[config.mk]
export PLATFORM = sky130hd
export DESIGN_NAME = rr_output_arbiter
export DESIGN_NICKNAME = d
export VERILOG_FILES = /design/src/rtl/rr_output_arbiter_pkg.sv /design/src/rtl/rr_pick.sv /design/src/rtl/rr_output_arbiter.sv
export SDC_FILE = /design/constraint.sdc
export NUM_CORES = 1
export LEC_CHECK = 0
export CORE_MARGIN = 3
export CORE_UTILIZATION = 50
export CTS_CLUSTER_SIZE = 24
export DETAILED_ROUTE_END_ITERATION = 10
export GPL_ROUTABILITY_DRIVEN = 0
export PLACE_DENSITY_LB_ADDON = 0.15
export SLEW_MARGIN = 40
export SYNTH_ARGS = -nofsm -noshare
export SYNTH_HDL_FRONTEND = slang
export SYNTH_HIERARCHICAL = 1
export SYNTH_SLANG_ARGS = --single-unit
export TNS_END_PERCENT = 1
[constraint.sdc]
create_clock -name clk -period 5.35 [get_ports clk]
set_clock_uncertainty 0.15 [all_clocks]
set_input_delay 0.535 -clock clk [delete_from_list [all_inputs] [get_ports clk]]
set_output_delay 0.535 -clock clk [all_outputs]
set_load 0.05 [all_outputs]
[src/rtl/rr_output_arbiter_pkg.sv]
// Shared types and helpers for the round-robin output arbiter.
package rr_output_arbiter_pkg;

    typedef enum logic {
        IDLE = 1'b0,
        OWN  = 1'b1
    } arb_state_e;

    // Wide enough for any supported W; the top truncates to its own width.
    localparam logic [63:0] DEFAULT_IDLE_VAL = '1;

    function automatic int clog2(input int n);
        int r;
        r = 0;
        while ((1 << r) < n) r++;
        return r;
    endfunction

endpackage

[src/rtl/rr_pick.sv]
// Combinational round-robin picker: first set request at or after ptr, wrapping.
module rr_pick
    import rr_output_arbiter_pkg::*;
#(
    parameter int N = 4
) (
    input  logic [N-1:0]          req,
    input  logic [clog2(N)-1:0]   ptr,
    output logic [N-1:0]          pick,
    output logic                  found
);

    localparam int OW = clog2(N);

    logic [OW-1:0] idx;

    always_comb begin
        pick  = '0;
        found = 1'b0;
        idx   = '0;
        for (int i = 0; i < N; i++) begin
            idx = OW'((int'(ptr) + i) % N);
            if (!found && req[idx]) begin
                pick[idx] = 1'b1;
                found     = 1'b1;
            end
        end
    end

endmodule

[src/rtl/rr_output_arbiter.sv]
// Round-robin owner of a shared registered output with bounded tenure.
// Optional ARB_LOCK_EN adds a lock input that suppresses tenure preemption.
module rr_output_arbiter
    import rr_output_arbiter_pkg::*;
#(
    parameter int             N        = 4,
    parameter int             W        = 8,
    parameter int             MAX_HOLD = 15,
    parameter logic [W-1:0]   IDLE_VAL = W'(DEFAULT_IDLE_VAL)
) (
    input  logic                  clk,
    input  logic                  rst_n,
`ifdef ARB_LOCK_EN
    input  logic                  lock,
`endif
    input  logic [N-1:0]          req,
    input  logic [N*W-1:0]        req_data,
    output logic [N-1:0]          gnt,
    output logic                  out_valid,
    output logic [W-1:0]          out_data,
    output logic [clog2(N)-1:0]   out_owner,
    output logic                  preempt
);

    localparam int           OW       = clog2(N);
    localparam logic [7:0]   HOLD_MAX = 8'(MAX_HOLD);

    arb_state_e     state_p1, state_d;
    logic [OW-1:0]  ptr_p1, ptr_d;
    logic [OW-1:0]  owner_d, pick_ptr, next_after_owner, pick_idx;
    logic [7:0]     hold_p1, hold_d;
    logic [N-1:0]   gnt_d, pick_req, pick;
    logic           found, preempt_d, preempt_ok;
    logic [W-1:0]   data_d;

`ifdef ARB_LOCK_EN
    assign preempt_ok = ~lock;
`else
    assign preempt_ok = 1'b1;
`endif

    assign next_after_owner = (out_owner == OW'(N - 1)) ? '0 : out_owner + 1'b1;
    assign out_valid        = |gnt;

    // While owned, search only the other requesters, starting just past the owner.
    always_comb begin
        if (state_p1 == OWN) begin
            pick_req = req & ~gnt;
            pick_ptr = next_after_owner;
        end else begin
            pick_req = req;
            pick_ptr = ptr_p1;
        end
    end

    rr_pick #(.N(N)) u_pick (
        .req   (pick_req),
        .ptr   (pick_ptr),
        .pick  (pick),
        .found (found)
    );

    always_comb begin
        pick_idx = '0;
        for (int i = 0; i < N; i++) begin
            if (pick[i]) pick_idx = OW'(i);
        end
    end

    always_comb begin
        state_d   = state_p1;
        ptr_d     = ptr_p1;
        owner_d   = out_owner;
        hold_d    = hold_p1;
        gnt_d     = gnt;
        preempt_d = 1'b0;
        case (state_p1)
            IDLE: begin
                if (found) begin
                    state_d = OWN;
                    gnt_d   = pick;
                    owner_d = pick_idx;
                    hold_d  = 8'd1;
                end
            end
            OWN: begin
                if (!(|(req & gnt))) begin
                    ptr_d = next_after_owner;
                    if (found) begin
                        gnt_d   = pick;
                        owner_d = pick_idx;
                        hold_d  = 8'd1;
                    end else begin
                        state_d = IDLE;
                        gnt_d   = '0;
                        owner_d = '0;
                        hold_d  = 8'd0;
                    end
                end else if (hold_p1 >= HOLD_MAX && found && preempt_ok) begin
                    preempt_d = 1'b1;
                    ptr_d     = next_after_owner;
                    gnt_d     = pick;
                    owner_d   = pick_idx;
                    hold_d    = 8'd1;
                end else if (hold_p1 < HOLD_MAX) begin
                    hold_d = hold_p1 + 8'd1;
                end
            end
            default: state_d = IDLE;
        endcase
    end

    // Data is captured from whichever requester owns the line after this edge.
    assign data_d = (|gnt_d) ? req_data[owner_d*W +: W] : IDLE_VAL;

    // ---- stage p1: registered grant, owner and shared output ----
    always_ff @(posedge clk or negedge rst_n) begin
        if (!rst_n) begin
            state_p1  <= IDLE;
            ptr_p1    <= '0;
            hold_p1   <= 8'd0;
            gnt       <= '0;
            out_owner <= '0;
            out_data  <= IDLE_VAL;
            preempt   <= 1'b0;
        end else begin
            state_p1  <= state_d;
            ptr_p1    <= ptr_d;
            hold_p1   <= hold_d;
            gnt       <= gnt_d;
            out_owner <= owner_d;
            out_data  <= data_d;
            preempt   <= preempt_d;
        end
    end

endmodule
==> results of run 1 <==
registers in the layout, summed over array words and instances, names as in the netlist:
| register | count |
|---|---|
| hold_p1 | 8 |
| gnt | 4 |
| preempt | 1 |
| out_owner | 2 |
| ptr_p1 | 2 |
| state_p1 | 1 |
| out_data | 8 |
path summary, 6_finish.rpt:
check                             start  slack (ps)  depth (start not counted)           to
setup / recovery           out_owner[1]         970                         14  out_data[5]
hold / removal               hold_p1[7]         360                          1   hold_p1[7]
setup reg to reg           out_owner[1]         970                         14  out_data[5]
hold reg to reg              hold_p1[7]         360                          1   hold_p1[7]
max in group asynchronous         rst_n        4280                          2  out_data[6]
min in group asynchronous         rst_n         460                          2   hold_p1[0]
worst register-to-register path, delay by kind of cell (launching register included):
family | cells | cell delay [ps]
buf+inv | 2 | 430
flops | 1 | 450
compound gates | 5 | 1060
fa+ha+maj | 2 | 630
simple gates | 3 | 830
mux | 2 | 770
synthesized netlist by cell type, types with 5 or more instances:
library cell / n
a211oi_2: 5
mux2i_1: 6
inv_1: 6
dfrtp_1: 18
dfstp_2: 8
ha_1: 8
nand2_1: 10
nand2b_1: 5
a211oi_1: 14
nor2_1: 11
nor3b_1: 18
mux2_2: 7
o22ai_1: 7
cell families (layout without fill, tap and decap cells):
logic type / Yosys count / count (layout)
flops: 26 / 26
simple gates: 71 / 71
compound gates: 76 / 76
xor+xnor: 1 / 1
mux: 14 / 14
buf+inv: 19 / 68
fa+ha+maj: 8 / 8
metal layers:
layer,up-vias,routed length [um]
met1,896,2380
met3,7,175
met4,0,30
met5,-,0
met2,47,2530
li1,932,-
stage by stage:
stage | utilization, % | hold WS (ps) | setup WS (ps) | cell area, um^2 | cells
floorplan | - | 89.4 | 1330 | 2150 | 215
global placement | 65.7 | 336 | 986 | 2690 | 310
detailed placement | 65.7 | 344 | 941 | 2690 | 310
CTS | 67.5 | 366 | 977 | 2760 | 314
global route | 67.5 | 388 | 623 | 2760 | 314
finish | 67.5 | 358 | 974 | 2760 | 314
placed cells by master (no fill, tap or decap), types with 3 or more instances in the layout:
| master | instances |
|---|---|
| o221a_2 | 3 |
| a21oi_1 | 4 |
| clkbuf_8 | 3 |
| o21bai_2 | 4 |
| mux2_2 | 7 |
| a211oi_2 | 5 |
| o2bb2ai_1 | 4 |
| nor3_1 | 3 |
| nor2_1 | 11 |
| and2_1 | 3 |
| ha_1 | 8 |
| inv_1 | 6 |
| mux2i_1 | 6 |
| nor3b_1 | 18 |
| nand2b_1 | 5 |
| o21bai_1 | 4 |
| nand3_1 | 4 |
| o22ai_1 | 7 |
| dfrtp_1 | 18 |
| dfstp_2 | 8 |
| a21o_1 | 3 |
| a21boi_1 | 3 |
| nand2_1 | 10 |
| o21a_1 | 4 |
| buf_4 | 4 |
| a211oi_1 | 14 |
| clkdlybuf4s50_1 | 53 |
| o21ai_0 | 4 |
layout make-up:
cell class | instances | area, um^2 | share of cell area [%]
clock buffer | 3 | 41.3 | 1.50
clock inverter | 1 | 30.0 | 1.09
inverter | 7 | 26.3 | 0.953
multi-input combinational | 170 | 1380 | 49.9
sequential | 26 | 661 | 24.0
tap | 50 | 62.6 | 2.27
timing repair buffer | 57 | 561 | 20.3
==> flow_metrics.env, run 1 <==
export IMPL_status="complete, no violations"
export IMPL_slew_headroom_pct=56.7
export IMPL_tightest_slew_ps=650
export IMPL_synth_top_family_by_area="compound AO/OA/AOI/OAI gates"
export IMPL_synth_area_leaders="dfrtp_1 21%, dfstp_2 9.8%, nor3b_1 6.3%"
export IMPL_use_met2_pct=33.8
export IMPL_drcViolationCount=0
export IMPL_routed_via_density=5.99
export IMPL_crit_family="compound AO/OA/AOI/OAI gates"
export IMPL_synthArstFlopShare_pct=100
export IMPL_ctsResizeCount=0
export IMPL_hold_class="reg2reg"
export IMPL_yosys_area_top_type_share_pct=21.0
export IMPL_fin_crit_ps=4380
export IMPL_cts_tree="built"
export IMPL_yosysTopAreaCell="dfrtp_1"
export IMPL_period_share_pct=81.8
export IMPL_drive_gt1_share_pct=17.8
export IMPL_die_x_um=71.6
export IMPL_busiest_layer="met2"
export IMPL_io_pins=54
export IMPL_final_hold_viol_count=0
export IMPL_post_cts_buffers=0
export IMPL_fillers=349
export IMPL_slowest_delay_ps=550
export IMPL_cp_slowest_cell="or2_1"
export IMPL_synth_cells=215
export IMPL_required_ps=5410
export IMPL_yosys_warnings=6
export IMPL_grtUsageMet1_pct=28.4
export IMPL_rows=23
export IMPL_crit_path_start_kind="flop"
export IMPL_muxShareOfSynthArea_pct=7.51
export IMPL_worstPathMaxFanout=21
export IMPL_critical_path_arrival_ps=4430
export IMPL_path_clk_slew_ps=90
export IMPL_grt_total_usage_pct=20.4
export IMPL_final_nets=311
export IMPL_max_freq_mhz=228
export IMPL_vias=1882
export IMPL_rsz0062_at_grt="no"
export IMPL_antenna_cells=0
export IMPL_cts_buffers=3
export IMPL_synth_edff_count=0
export IMPL_cts_root_buf="clkbuf_8"
export IMPL_syn_nets=261
export IMPL_critPathCaptureType="flop"
export IMPL_critical_path_buf_inv_count=2
export IMPL_antenna_found_initial=0
export IMPL_routed_wl_mm=5.12
export IMPL_drv_slew=0
export IMPL_seq_area_frac_synth_pct=30.8
export IMPL_fin_tns_setup_ps=0
export IMPL_crit_chain="ha_1, nor2_1, mux2_2, inv_1, ha_1, mux2i_1, nor2_1, a221oi_2, o2bb2ai_1, a2111oi_4, buf_4, or2_1, a211oi_1, o21bai_1"
export IMPL_drt_pre_antenna_iters=4
export IMPL_use_met3_pct=3.51
export IMPL_synth_simple_area_share_pct=20.6
export IMPL_die_h_um=71.6
export IMPL_hpwl_mm=3.89
export IMPL_grt_pass1_wl_mm=8.47
export IMPL_grt_pass1_vias=1820
export IMPL_port_buffer_count=53
export IMPL_core_area_um2=4090
export IMPL_clock_sinks=26
export IMPL_critPathKind="reg2reg"
export IMPL_clk_path_buf_depth=2
export IMPL_grt_max_degree=27
export IMPL_cts_hold_buf=0
export IMPL_synth_compound_gate_area_share_pct=30.8
export IMPL_wl_per_cell_um=16.3
export IMPL_worst_skew_pair_late_latency_ps=270
export IMPL_synth_seq_cells=26
export IMPL_synth_fa_ha_area_share_pct=4.66
export IMPL_ys_dominant_reg_cell="dfrtp_1"
export IMPL_area_growth_pct=28.3
export IMPL_drt_iter0_markers=133
export IMPL_synth_xor_area_share_pct=0.408
export IMPL_ant_nets=0
export IMPL_setup_violations_final=0
export IMPL_h_tree_depth=1
export IMPL_initial_core_util_pct=52.6
export IMPL_die_area_um2=5120
export IMPL_drv_cap=0
export IMPL_synthDistinctLibCells=60
export IMPL_overflow=0
export IMPL_syn_area_per_cell_um2=9.99
export IMPL_synth_area_um2=2150
Power of run 1 is left out: the tool's default activity adds up to more than one toggle a clock period on the data nets, which glitch-free logic cannot reach.
==> run 2: changes to the inputs <==
--- a/config.mk
+++ b/config.mk
@@ -6,7 +6,7 @@
 export NUM_CORES = 1
 export LEC_CHECK = 0
 export CORE_MARGIN = 3
-export CORE_UTILIZATION = 50
+export CORE_UTILIZATION = 45
 export CTS_CLUSTER_SIZE = 24
 export DETAILED_ROUTE_END_ITERATION = 10
 export GPL_ROUTABILITY_DRIVEN = 0
==> constraint.sdc (replaced) <==
create_clock -name clk -period 4 [get_ports clk]
set_clock_uncertainty 0.15 [all_clocks]
set_input_delay 0.4 -clock clk [delete_from_list [all_inputs] [get_ports clk]]
set_output_delay 0.4 -clock clk [all_outputs]
set_load 0.05 [all_outputs]
==> flow_metrics.env, run 2 (synthesis results as in run 1) <==
export IMPL_grt_pass1_wl_mm=8.72
export IMPL_grt_pass1_vias=1780
export IMPL_final_nets=319
export IMPL_critical_path_arrival_ps=3850
export IMPL_layout_cells_most_common="clkdlybuf4s50_1"
export IMPL_drt_iter0_markers=152
export IMPL_max_freq_mhz=264
export IMPL_cts_tree="built"
export IMPL_grt_max_degree=27
export IMPL_critPathKind="reg2reg"
export IMPL_cts_hold_buf=0
export IMPL_status="complete, no violations"
export IMPL_hold_class="in2async"
export IMPL_worst_skew_pair_late_latency_ps=280
export IMPL_drive_gt1_share_pct=21.0
export IMPL_antenna_found_initial=0
export IMPL_drv_cap=0
export IMPL_port_buffer_count=53
export IMPL_crit_path_start_kind="flop"
export IMPL_layout_common_cells="53 x clkdlybuf4s50_1, 18 x nor3b_1, 16 x dfrtp_1"
export IMPL_fin_tns_setup_ps=0
export IMPL_core_area_um2=4470
export IMPL_tightest_slew_ps=561
export IMPL_setup_violations_final=0
export IMPL_antenna_cells=0
export IMPL_clk_path_buf_depth=2
export IMPL_ctsResizeCount=0
export IMPL_initial_core_util_pct=48.0
export IMPL_grt_total_usage_pct=20.0
export IMPL_vias=1960
export IMPL_largestRegisters="hold_p1: 8 flops, out_data: 8 flops, gnt: 4 flops"
export IMPL_io_pins=54
export IMPL_clock_sinks=26
export IMPL_drv_slew=0
export IMPL_drt_pre_antenna_iters=4
export IMPL_die_x_um=75.1
export IMPL_post_cts_buffers=0
export IMPL_critPathCaptureType="flop"
export IMPL_die_area_um2=5640
export IMPL_cts_buffers=3
export IMPL_slew_headroom_pct=62.2
export IMPL_routed_via_density=6.05
export IMPL_wl_per_cell_um=17.3
export IMPL_final_hold_viol_count=0
export IMPL_h_tree_depth=1
export IMPL_hpwl_mm=4.34
export IMPL_area_growth_pct=31.1
export IMPL_rsz0062_at_grt="no"
export IMPL_worstPathMaxFanout=16
export IMPL_die_h_um=75.1
export IMPL_drcViolationCount=0
export IMPL_cts_root_buf="clkbuf_8"
export IMPL_path_clk_slew_ps=100
export IMPL_required_ps=4060
export IMPL_rows=24
export IMPL_overflow=0
export IMPL_ant_nets=0
export IMPL_routed_wl_mm=5.61
export IMPL_fin_crit_ps=3780
export IMPL_period_share_pct=94.6
[run 2: worst paths after layout]
check                                   end  slack, ps         start  cells past startpoint
max in group asynchronous       out_data[1]       3080         rst_n                      2
worst max register to register  out_data[7]        220  out_owner[0]                     13
worst min register to register    ptr_p1[1]        360     ptr_p1[1]                      1
worst max-delay path            out_data[7]        220  out_owner[0]                     13
worst min-delay path               state_p1        320         rst_n                      2
min in group clk                  ptr_p1[1]        360     ptr_p1[1]                      1
[run 2: per-stage QoR]
stage               instance area, um^2  hold WS (ps)  util, %  cells  setup WS [ps]
global placement                   2750           332     61.5    320            321
floorplan                          2150         -45.6        -    215            107
finish                             2820           322     62.9    324            217
detailed placement                 2750           345     61.5    320            278
global route                       2820           356     62.9    324           4.41
CTS                                2820           339     62.9    324            246
[run 2: routing by layer]
| layer | GRT usage (%) | share of wire, % | up-vias |
|---|---|---|---|
| li1 | - | - | 947 |
| met1 | 27.4 | 45 | 965 |
| met2 | 32.6 | 50 | 38 |
| met3 | 2.27 | 2.8 | 10 |
| met4 | 6.52 | 1.9 | 0 |
| met5 | 0 | 0 | - |
[run 2: critical path, cell delays in order, from the launching register on]
cell and delay, ps:
dfrtp_2 450, ha_1 300, mux2_2 380, inv_1 110
ha_1 290, mux2i_1 190, mux2_2 360, a221oi_2 260
o2bb2ai_1 160, a2111oi_4 310, buf_4 280, nor3b_1 70
a211oi_1 300, o21bai_2 100
[run 2: final cells by class]
type                       instances  area, um^2
clock buffer                       4        66.3
fill                             375        1660
inverter                           7        26.3
multi-input combinational        170        1380
sequential                        26         663
tap                               52        65.1
timing repair buffer              65         621
Power of run 2 is left out for the same reason.
==> run 3: changes to the inputs <==
--- a/config.mk
+++ b/config.mk
@@ -10,7 +10,7 @@
 export CTS_CLUSTER_SIZE = 24
 export DETAILED_ROUTE_END_ITERATION = 10
 export GPL_ROUTABILITY_DRIVEN = 0
-export PLACE_DENSITY_LB_ADDON = 0.15
+export PLACE_DENSITY = 0.89
 export SLEW_MARGIN = 40
 export SYNTH_ARGS = -nofsm -noshare
 export SYNTH_HDL_FRONTEND = slang
==> flow_metrics.env, run 3 (synthesis results as in run 1) <==
export IMPL_status="complete, no violations"
export IMPL_grt_total_usage_pct=19.8
export IMPL_crit_chain="ha_1, nor2_1, mux2_2, inv_1, ha_1, mux2_2, a31o_1, a221oi_2, o2bb2ai_1, a2111oi_4, buf_4, nor3b_1, a211oi_1, o21bai_2"
export IMPL_initial_core_util_pct=48.0
export IMPL_slowest_delay_ps=450
export IMPL_crit_family="compound AO/OA/AOI/OAI gates"
export IMPL_rows=24
export IMPL_drive_gt1_share_pct=20.7
export IMPL_grt_max_degree=21
export IMPL_clock_sinks=26
export IMPL_overflow=0
export IMPL_die_area_um2=5640
export IMPL_area_growth_pct=30.2
export IMPL_worst_skew_pair_late_latency_ps=270
export IMPL_drv_cap=0
export IMPL_cts_buffers=3
export IMPL_path_clk_slew_ps=90
export IMPL_max_freq_mhz=267
export IMPL_drt_pre_antenna_iters=4
export IMPL_hpwl_mm=4.22
export IMPL_setup_violations_final=0
export IMPL_largestRegisters="hold_p1: 8 flops, out_data: 8 flops, gnt: 4 flops"
export IMPL_die_x_um=75.1
export IMPL_cts_root_buf="clkbuf_8"
export IMPL_critical_path_arrival_ps=3800
export IMPL_rsz0062_at_grt="no"
export IMPL_ant_nets=0
export IMPL_cts_hold_buf=0
export IMPL_layout_common_cells="53 x clkdlybuf4s50_1, 18 x nor3b_1, 16 x dfrtp_1"
export IMPL_cts_tree="built"
export IMPL_drcViolationCount=0
export IMPL_fillers=365
export IMPL_required_ps=4050
export IMPL_critPathKind="reg2reg"
export IMPL_antenna_found_initial=0
export IMPL_critPathCaptureType="flop"
export IMPL_layout_cells_most_common="clkdlybuf4s50_1"
export IMPL_antenna_cells=0
export IMPL_fin_tns_setup_ps=0
export IMPL_worstPathMaxFanout=16
export IMPL_critPathLaunch="out_owner[0]"
export IMPL_hold_class="in2async"
export IMPL_final_hold_viol_count=0
export IMPL_tightest_slew_ps=699
export IMPL_ctsResizeCount=0
export IMPL_port_buffer_count=53
export IMPL_fin_crit_ps=3740
export IMPL_clk_path_buf_depth=2
export IMPL_grt_pass1_vias=1880
export IMPL_drv_slew=0
export IMPL_core_area_um2=4470
export IMPL_routed_via_density=6.06
export IMPL_drt_iter0_markers=186
export IMPL_crit_path_start_kind="flop"
export IMPL_fin_util_pct=62.5
export IMPL_final_nets=318
export IMPL_critical_path_buf_inv_count=2
export IMPL_routed_wl_mm=5.42
export IMPL_post_cts_buffers=0
export IMPL_io_pins=54
export IMPL_slew_headroom_pct=53.4
export IMPL_vias=1957
export IMPL_r2r_start="out_owner[0]"
export IMPL_h_tree_depth=1
export IMPL_die_h_um=75.1
export IMPL_grt_pass1_wl_mm=8.76
export IMPL_cp_slowest_cell="dfrtp_2"
export IMPL_period_share_pct=93.6
export IMPL_wl_per_cell_um=16.8
## run 3: path summary, 6_finish.rpt
| kind | to | slack, ps | depth (start not counted) |
|---|---|---|---|
| setup / recovery | out_data[0] | 260 | 14 |
| hold / removal | hold_p1[4] | 240 | 1 |
| setup reg to reg | out_data[0] | 260 | 14 |
| hold reg to reg | ptr_p1[0] | 360 | 1 |
| max in group asynchronous | out_data[4] | 2820 | 2 |
| min in group clk | ptr_p1[0] | 360 | 1 |
## run 3: stage by stage
| step | std cells | instance area [um^2] | worst slack [ps] | hold slack [ps] |
|---|---|---|---|---|
| 2_1_floorplan | 215 | 2150 | 107 | -45.6 |
| 3_3_place_gp | 319 | 2740 | 364 | 336 |
| 3_5_place_dp | 319 | 2740 | 298 | 350 |
| 4_1_cts | 323 | 2800 | 280 | 249 |
| 5_1_grt | 323 | 2800 | 24.4 | 258 |
| 6_report | 323 | 2800 | 257 | 243 |
## run 3: layout make-up
cell class	count	area [um^2]	share of cell area, %
Tap cell	52	65.1	2.33
Sequential cell	26	663	23.7
Inverter	7	26.3	0.939
Multi-Input combinational cell	170	1380	49.2
Timing Repair Buffer	64	613	21.9
Clock buffer	4	55.1	1.97
## run 3: routing by layer
metal	share of wire, %	GRT usage, %	up-vias
li1	-	-	939
met1	44	26.9	948
met2	50	33.8	68
met3	5.6	3.47	2
met4	0.39	2.77	0
met5	0	0	-
Power of run 3 is left out for the same reason.
